`config.mk`:
```
export PLATFORM = sky130hd
export DESIGN_NAME = mips_regfile_param
export DESIGN_NICKNAME = d
export VERILOG_FILES = /design/src/rtl/mips_regfile_pkg.sv /design/src/rtl/mips_regfile_clear_seq.sv /design/src/rtl/mips_regfile_param.sv
export SDC_FILE = /design/constraint.sdc
export NUM_CORES = 1
export LEC_CHECK = 0
export CAP_MARGIN = 5
export CORE_MARGIN = 4
export CORE_UTILIZATION = 26
export CTS_CLUSTER_DIAMETER = 30
export DETAILED_ROUTE_END_ITERATION = 10
export PLACE_DENSITY_LB_ADDON = 0.15
export SLEW_MARGIN = 20
export SYNTH_ARGS = -nofsm -noshare
export SYNTH_HDL_FRONTEND = slang
export SYNTH_SLANG_ARGS = --single-unit
```
`constraint.sdc`:
```
create_clock -name clk -period 6.7 [get_ports clk]
set_input_delay 0.67 -clock clk [delete_from_list [all_inputs] [get_ports clk]]
set_output_delay 0.67 -clock clk [all_outputs]
set_load 0.02 [all_outputs]
```
`src/rtl/mips_regfile_pkg.sv`:
```
// mips_regfile_pkg: shared types and helpers for the parametrised MIPS
// register file.
//   regfile_state_t : sweep-clear sequencer states (IDLE, CLEAR)
//   depth_f()       : number of entries for a given address width
package mips_regfile_pkg;

    typedef enum logic [0:0] {
        IDLE  = 1'b0,
        CLEAR = 1'b1
    } regfile_state_t;

    function automatic int depth_f(input int addr_w);
        return 1 << addr_w;
    endfunction

endpackage

```
`src/rtl/mips_regfile_clear_seq.sv`:
```
// mips_regfile_clear_seq: sweep-clear sequencer. On a clear request it walks
// every entry once, one entry per cycle, and raises a clear-write strobe for
// the register array.
// Ports:
//   clk        in   sole clock (rising edge)
//   rst        in   asynchronous active-high reset
//   clear_req  in   start pulse, honoured only in IDLE
//   clear_busy out  high while the sweep is running (DEPTH cycles)
//   clear_we   out  array clear-write enable
//   clear_addr out  entry being zeroed this cycle
module mips_regfile_clear_seq
    import mips_regfile_pkg::*;
#(
    parameter int ADDR_W = 3
) (
    input  logic              clk,
    input  logic              rst,
    input  logic              clear_req,
    output logic              clear_busy,
    output logic              clear_we,
    output logic [ADDR_W-1:0] clear_addr
);

    regfile_state_t    state;
    logic [ADDR_W-1:0] cnt;

    always_ff @(posedge clk or posedge rst) begin
        if (rst) begin
            state <= IDLE;
            cnt   <= '0;
        end else begin
            case (state)
                IDLE: begin
                    if (clear_req) begin
                        state <= CLEAR;
                        cnt   <= '0;
                    end
                end
                CLEAR: begin
                    // The counter wraps to 0 on the edge that clears the
                    // last entry, which is also the edge that leaves CLEAR.
                    cnt <= cnt + 1'b1;
                    if (cnt == {ADDR_W{1'b1}}) begin
                        state <= IDLE;
                    end
                end
                default: begin
                    state <= IDLE;
                    cnt   <= '0;
                end
            endcase
        end
    end

    assign clear_busy = (state == CLEAR);
    assign clear_we   = (state == CLEAR);
    assign clear_addr = cnt;

endmodule

```
`src/rtl/mips_regfile_param.sv`:
```
// mips_regfile_param: parametrised register file with two combinational read
// ports, one clocked write port, optional hardwired zero register, a write
// acknowledge and a hardware sweep-clear.
// Optional feature: define REGFILE_BYPASS_EN to forward write_data to a read
// port addressing write_reg in the same cycle (IDLE only).
// Ports:
//   clk, rst                   clock, asynchronous active-high reset
//   read_reg_1/2, read_data_1/2 read addresses and combinational data
//   write_reg, write_data       write address and data
//   signal_reg_write            write enable
//   clear_req                   start a sweep clear
//   clear_busy                  sweep in progress; writes are ignored
//   write_ack                   one cycle after each accepted write
module mips_regfile_param
    import mips_regfile_pkg::*;
#(
    parameter int DATA_W   = 32,
    parameter int ADDR_W   = 3,
    parameter int ZERO_REG = 1
) (
    input  logic              clk,
    input  logic              rst,
    input  logic [ADDR_W-1:0] read_reg_1,
    input  logic [ADDR_W-1:0] read_reg_2,
    output logic [DATA_W-1:0] read_data_1,
    output logic [DATA_W-1:0] read_data_2,
    input  logic [ADDR_W-1:0] write_reg,
    input  logic [DATA_W-1:0] write_data,
    input  logic              signal_reg_write,
    input  logic              clear_req,
    output logic              clear_busy,
    output logic              write_ack
);

    localparam int DEPTH = depth_f(ADDR_W);

    logic [DATA_W-1:0] regs [DEPTH];
    logic              clear_we;
    logic [ADDR_W-1:0] clear_addr;
    logic              accept;
    logic              store;

    mips_regfile_clear_seq #(
        .ADDR_W(ADDR_W)
    ) u_clear_seq (
        .clk        (clk),
        .rst        (rst),
        .clear_req  (clear_req),
        .clear_busy (clear_busy),
        .clear_we   (clear_we),
        .clear_addr (clear_addr)
    );

    // A write to the zero register is still accepted (and acked); only the
    // store is suppressed.
    assign accept = signal_reg_write && !clear_busy;
    assign store  = accept && !((ZERO_REG != 0) && (write_reg == '0));

    always_ff @(posedge clk or posedge rst) begin
        if (rst) begin
            for (int i = 0; i < DEPTH; i++) begin
                regs[i] <= '0;
            end
        end else if (clear_we) begin
            regs[clear_addr] <= '0;
        end else if (store) begin
            regs[write_reg] <= write_data;
        end
    end

    always_ff @(posedge clk or posedge rst) begin
        if (rst) begin
            write_ack <= 1'b0;
        end else begin
            write_ack <= accept;
        end
    end

    function automatic logic [DATA_W-1:0] read_port(input logic [ADDR_W-1:0] addr);
        logic [DATA_W-1:0] val;
        val = regs[addr];
`ifdef REGFILE_BYPASS_EN
        // accept already excludes CLEAR, so no forwarding during the sweep.
        if (accept && (addr == write_reg)) begin
            val = write_data;
        end
`endif
        if ((ZERO_REG != 0) && (addr == '0)) begin
            val = '0;
        end
        return val;
    endfunction

    assign read_data_1 = read_port(read_reg_1);
    assign read_data_2 = read_port(read_reg_2);

endmodule

```
# After elaboration in Yosys (flattened, before gate mapping)
# Index checks and enable logic that the tools add are counted.
word_totals:
  inputBits: 45
  word_cells: 57
  register_bits: 261
op_classes:
  addsub: 1
  order_cmp: 6
  reduce_logical: 10
  n_eq_ne: 2
  n_mux: 20
  n_bitwise: 7
ops:
  columns: ["operator", "count"]
  rows:
  - ["$mux W256", 2]
  - ["$and A256 B256 Y256", 1]
  - ["$bwmux W256", 1]
  - ["$mux W32", 8]
  - ["$not A256 Y256", 1]
  - ["$bmux W32 S3", 2]
  - ["$demux W32 S3", 2]
  - ["$ge A4 B4 Y1 const B", 4]
  - ["$not A3 Y4", 4]
  - ["$logic_not A3 Y1", 3]
  - ["$lt A4 B1 Y1 const B", 2]
  - ["$pmux W3 S2", 1]
  - ["$logic_and A1 B1 Y1", 4]
  - ["$add A3 B1 Y3 const B", 1]
  - ["$eq A3 B3 Y1 const B", 1]
  - ["$mux W3", 1]
  - ["$logic_not A1 Y1", 2]
  - ["$mux W1", 2]
  - ["$ne A2 B2 Y1 const B", 1]
  - ["$pmux W1 S2", 1]
  - ["$reduce_bool A2 Y1", 1]
  - ["$not A1 Y1", 1]

# Longest topological paths before layout
depth:
  depth_word: 8
  depth_mapped: 6

# Cells and area by module
# Synthesis repeated with hierarchy kept, for this count alone.
hier_totals:
  cells_unflattened: 1434
  hier_area_um2: 13361.6
modules_own_cells:
  columns: ["module", "cells_per_inst", "n_inst", "area_per_inst_um2", "seq_area_each_um2"]
  rows:
  - ["mips_regfile_param", 1416, 1, 13161.4, 5630.4]
  - ["mips_regfile_clear_seq", 18, 1, 200.2, 100.1]

# Least setup slack after synthesis
# OpenSTA, ideal clock, no wires.
synth_path:
  kind: "input-to-output"
  startpoint: "input port read_reg_1[1]"
  endpoint: "output port read_data_1[12]"
  n_path_buf: 2
  cell_stages: 5
  setup_slack_ps: 4040
  arrival_time_ps: 1990
  t_required_ps: 6030
  cell_sequence: "buf_2 nor2b_1 clkbuf_1 a221oi_1 a221oi_1"
synth_between:
  elab_chain_len: 5
synth_rtl:
  columns: ["item", "line_no", "text"]
  rows:
  - ["start: declaration", "mips_regfile_param.sv:23", "input logic [ADDR_W-1:0] read_reg_1,"]
  - ["$not A3 Y4 (implied by the code)", "mips_regfile_param.sv:81", "val = regs[addr];"]
  - ["$bmux W32 S3", "mips_regfile_param.sv:81", null]
  - ["$mux W32 (implied by the code) (2 in series)", "mips_regfile_param.sv:81", null]
  - ["$mux W32 *", "mips_regfile_param.sv:88", "if ((ZERO_REG != 0) && (addr == '0)) begin"]
  - ["end: declaration", "mips_regfile_param.sv:25", "output logic [DATA_W-1:0] read_data_1,"]
# Mark *: on every way between the ends. The rest lies on a longest branch, timed or not. The select of a mux whose other input is x is not followed.

# Worst setup path after layout
layout_path:
  startpoint: "input port read_reg_2[1]"
  endpoint: "output port read_data_2[0]"
layout_between:
  elab_chain_len: 5
layout_rtl:
  columns: ["item", "line_no", "text"]
  rows:
  - ["start: declaration", "mips_regfile_param.sv:24", "input logic [ADDR_W-1:0] read_reg_2,"]
  - ["$not A3 Y4 (implied by the code)", "mips_regfile_param.sv:81", null]
  - ["$bmux W32 S3", "mips_regfile_param.sv:81", null]
  - ["$mux W32 (implied by the code) (2 in series)", "mips_regfile_param.sv:81", null]
  - ["$mux W32 *", "mips_regfile_param.sv:88", null]
  - ["end: declaration", "mips_regfile_param.sv:26", "output logic [DATA_W-1:0] read_data_2,"]
# Marked as above.

==> flow_metrics.env <==
export IMPL_synthesis_area_um2=12900
export IMPL_slew_headroom_pct=25.1
export IMPL_vias=10137
export IMPL_cts_buffers=76
export IMPL_dpl_cell_area_um2=14600
export IMPL_wl_per_cell_um=23.6
export IMPL_pwr_share_clk_pct=43.9
export IMPL_finalMaxSlewViolations=0
export IMPL_die_w_um=231
export IMPL_timing_hold_ws_ps=540
export IMPL_seqCellArea_um2=5730
export IMPL_worst_slew_pin_slew_ps=1120
export IMPL_cts_setup_buffers=0
export IMPL_synth_seq_cells=229
export IMPL_seq_area_frac_synth_pct=44.3
export IMPL_worstPathRequired_ps=6030
export IMPL_post_dp_hpwl_um=27200
export IMPL_post_route_min_period_ps=4310
export IMPL_startpoint_type="primary input"
export IMPL_final_cells=2011
export IMPL_drc_errors=0
export IMPL_p_leak_nw=8.01
export IMPL_die_height_um=231
export IMPL_status="complete, no violations"
export IMPL_insertedDiodeCount=0
export IMPL_finClkSkew_ps=24.5
export IMPL_antenna_found_initial=0
export IMPL_syn_avg_cell_area_um2=10.9
export IMPL_port_buffers=110
export IMPL_core_area_um2=49100
export IMPL_cap_violations=0
export IMPL_cts_root_buffer="clkbuf_16"
export IMPL_gp_congestion=0.733
export IMPL_fill_cells=5027
export IMPL_clock_latency_ps=570
export IMPL_finalPower_mw=7.98
export IMPL_cts_tree="done"
export IMPL_design_area_um2=17100
export IMPL_hold_viol_final=0
export IMPL_rows=81
export IMPL_hold_path_class="reg2reg"
export IMPL_pwr_share_seq_pct=30.6
export IMPL_syn_to_final_growth_pct=32.3
export IMPL_crit_path_end_kind="output pin"
export IMPL_switchingPower_mw=2.60
export IMPL_dp_slack_ps=2450
export IMPL_synth_cells=1183
export IMPL_max_freq_mhz=232
export IMPL_routed_via_density=5.04
export IMPL_intPower_mw=5.38
export IMPL_path_max_fanout=32
export IMPL_arrival_ps=3640
export IMPL_vdd_ir_drop_max_v=0.000174
export IMPL_drive_gt1_share_pct=17.5
export IMPL_ant_nets=0
export IMPL_syn_nets=1230
export IMPL_routed_wl_um=47400
export IMPL_worst_setup_path_type="in2out"
export IMPL_first_pass_iters=5
export IMPL_tns_ps=0
export IMPL_cts_resized=0
export IMPL_combinationalPowerShare_pct=25.5
export IMPL_nNetsFinal=1333
export IMPL_timing_final_crit_share_pct=64.4
export IMPL_rsz0062_at_grt="no"
export IMPL_p_sw_share_pct=32.5
export IMPL_final_util_pct=34.9
export IMPL_multi_input_area_um2=6570
export IMPL_grt_pass1_wl_um=71300
export IMPL_drtIter0Drc=610
export IMPL_htreeDepth=3
export IMPL_layout_setup_ws_ps=2390
export IMPL_cts_sinks=229
export IMPL_dpl_cell_count=1872
export IMPL_cts_buffer_depth=3
export IMPL_ios=111
export IMPL_synth_cell_types=29
export IMPL_ys_warn_count=0
export IMPL_grt_max_degree=134
export IMPL_p_per_area_nw_per_um2=466
export IMPL_fp_dieArea_um2=53400
export IMPL_initial_core_util_pct=26.4
export IMPL_clk_pin_slew_worst_paths_ps=40
export IMPL_grt_use_total_pct=17.5
export IMPL_hold_buffers=0
export IMPL_grt_pass1_vias=10944
export IMPL_setup_viol=0
export IMPL_grt_ovfl_total=0
==> logic make-up after synthesis <==
logic type                 share of synthesized area (%)
AOI/OAI and AO/OA                                   8.87
and+or+nand+nor                                     8.27
adders and majority gates                          0.193
buffers and inverters                               5.63
muxes                                               32.8
DFF                                                 44.3
==> final timing paths <==
| check | from | to | slack [ps] | cells after the start |
|---|---|---|---|---|
| worst min-delay path | regs[133] | regs[133] | 540 | 2 |
| worst max register to register | u_clear_seq.clear_busy | regs[137] | 4320 | 4 |
| min in group asynchronous | rst | regs[122] | 660 | 3 |
| worst max-delay path | read_reg_2[1] | read_data_2[0] | 2390 | 5 |
| max in group asynchronous | rst | write_ack | 4800 | 4 |
| worst min register to register | regs[133] | regs[133] | 540 | 2 |
==> sequential cells by signal, summed over array words and instances, names as in the netlist <==
register,flops
u_clear_seq.clear_busy,1
u_clear_seq.clear_addr,3
write_ack,1
regs,224
==> Yosys cell counts <==
cell type	n	area, µm²
nor2_1	2	7.51
buf_6	7	78.8
mux2_2	63	709
a22oi_1	1	7.51
nand4_1	1	6.26
nand2b_1	4	25.0
clkbuf_4	1	7.51
a21oi_1	3	15.0
and3_1	1	6.26
clkbuf_1	56	210
buf_4	26	195
o21a_1	1	7.51
a221oi_1	126	1100
nand4b_1	3	26.3
ha_1	2	25.0
nand3b_4	1	20.0
nand3b_1	2	15.0
nor2b_1	6	37.5
inv_1	33	124
buf_1	1	3.75
or3_1	1	6.26
buf_2	22	110
nand2_1	227	852
and2_1	2	12.5
o21ai_0	3	15.0
dfrtp_1	229	5730
nor3b_1	3	22.5
mux2i_1	353	3530
nand4bb_1	3	33.8
==> power groups by stage <==
| stage | registers [mW] | logic [mW] | clock network, mW |
|---|---|---|---|
| floorplan | 2.31 | 1.39 | 0 |
| finish | 2.44 | 2.04 | 3.51 |
| global route | 2.52 | 2.25 | 3.65 |
| global placement | 2.43 | 2.03 | 0 |
| CTS | 2.43 | 2.06 | 3.56 |
| detailed placement | 2.44 | 2.05 | 0 |
==> metal layers <==
metal / GRT usage [%] / part of all wire [%] / vias to the layer above
li1: - / - / 4549
met1: 23.5 / 45 / 5193
met2: 28.3 / 47 / 311
met3: 3.75 / 5.1 / 84
met4: 5.56 / 2.5 / 0
met5: 0 / 0 / -
==> placed cells by master, fill, tap and decap left out, drive strengths merged <==
master         instances
nor2                   2
bufinv                 6
and2                   2
a221oi               126
o21a                   1
and3                   1
nand4                  1
nand2b                 4
ha                     2
mux2                  63
a22oi                  1
nor3b                  3
nand2                227
nand4b                 3
nand4bb                3
nand3b                 3
clkbuf               111
or3                    1
clkinvlp               3
clkinv                15
nor2b                  6
buf                   32
clkdlybuf4s50        106
inv                   37
o21ai                  3
mux2i                353
dfrtp                229
a21oi                  3
==> area by class of cell <==
cell class                      count  area share, %
Timing Repair Buffer              138           7.64
Multi-Input combinational cell    808           38.3
Tap cell                          664           4.85
Inverter                           33          0.745
Clock buffer                      111           13.1
Clock inverter                     28           1.90
Sequential cell                   229           33.4
==> critical path: stages <==
cell,delay (ps)
buf_2,610
buf_4,360
and2_2,910
a221oi_1,420
clkdlybuf4s50_1,660
Power figures use the tool's default switching activity.
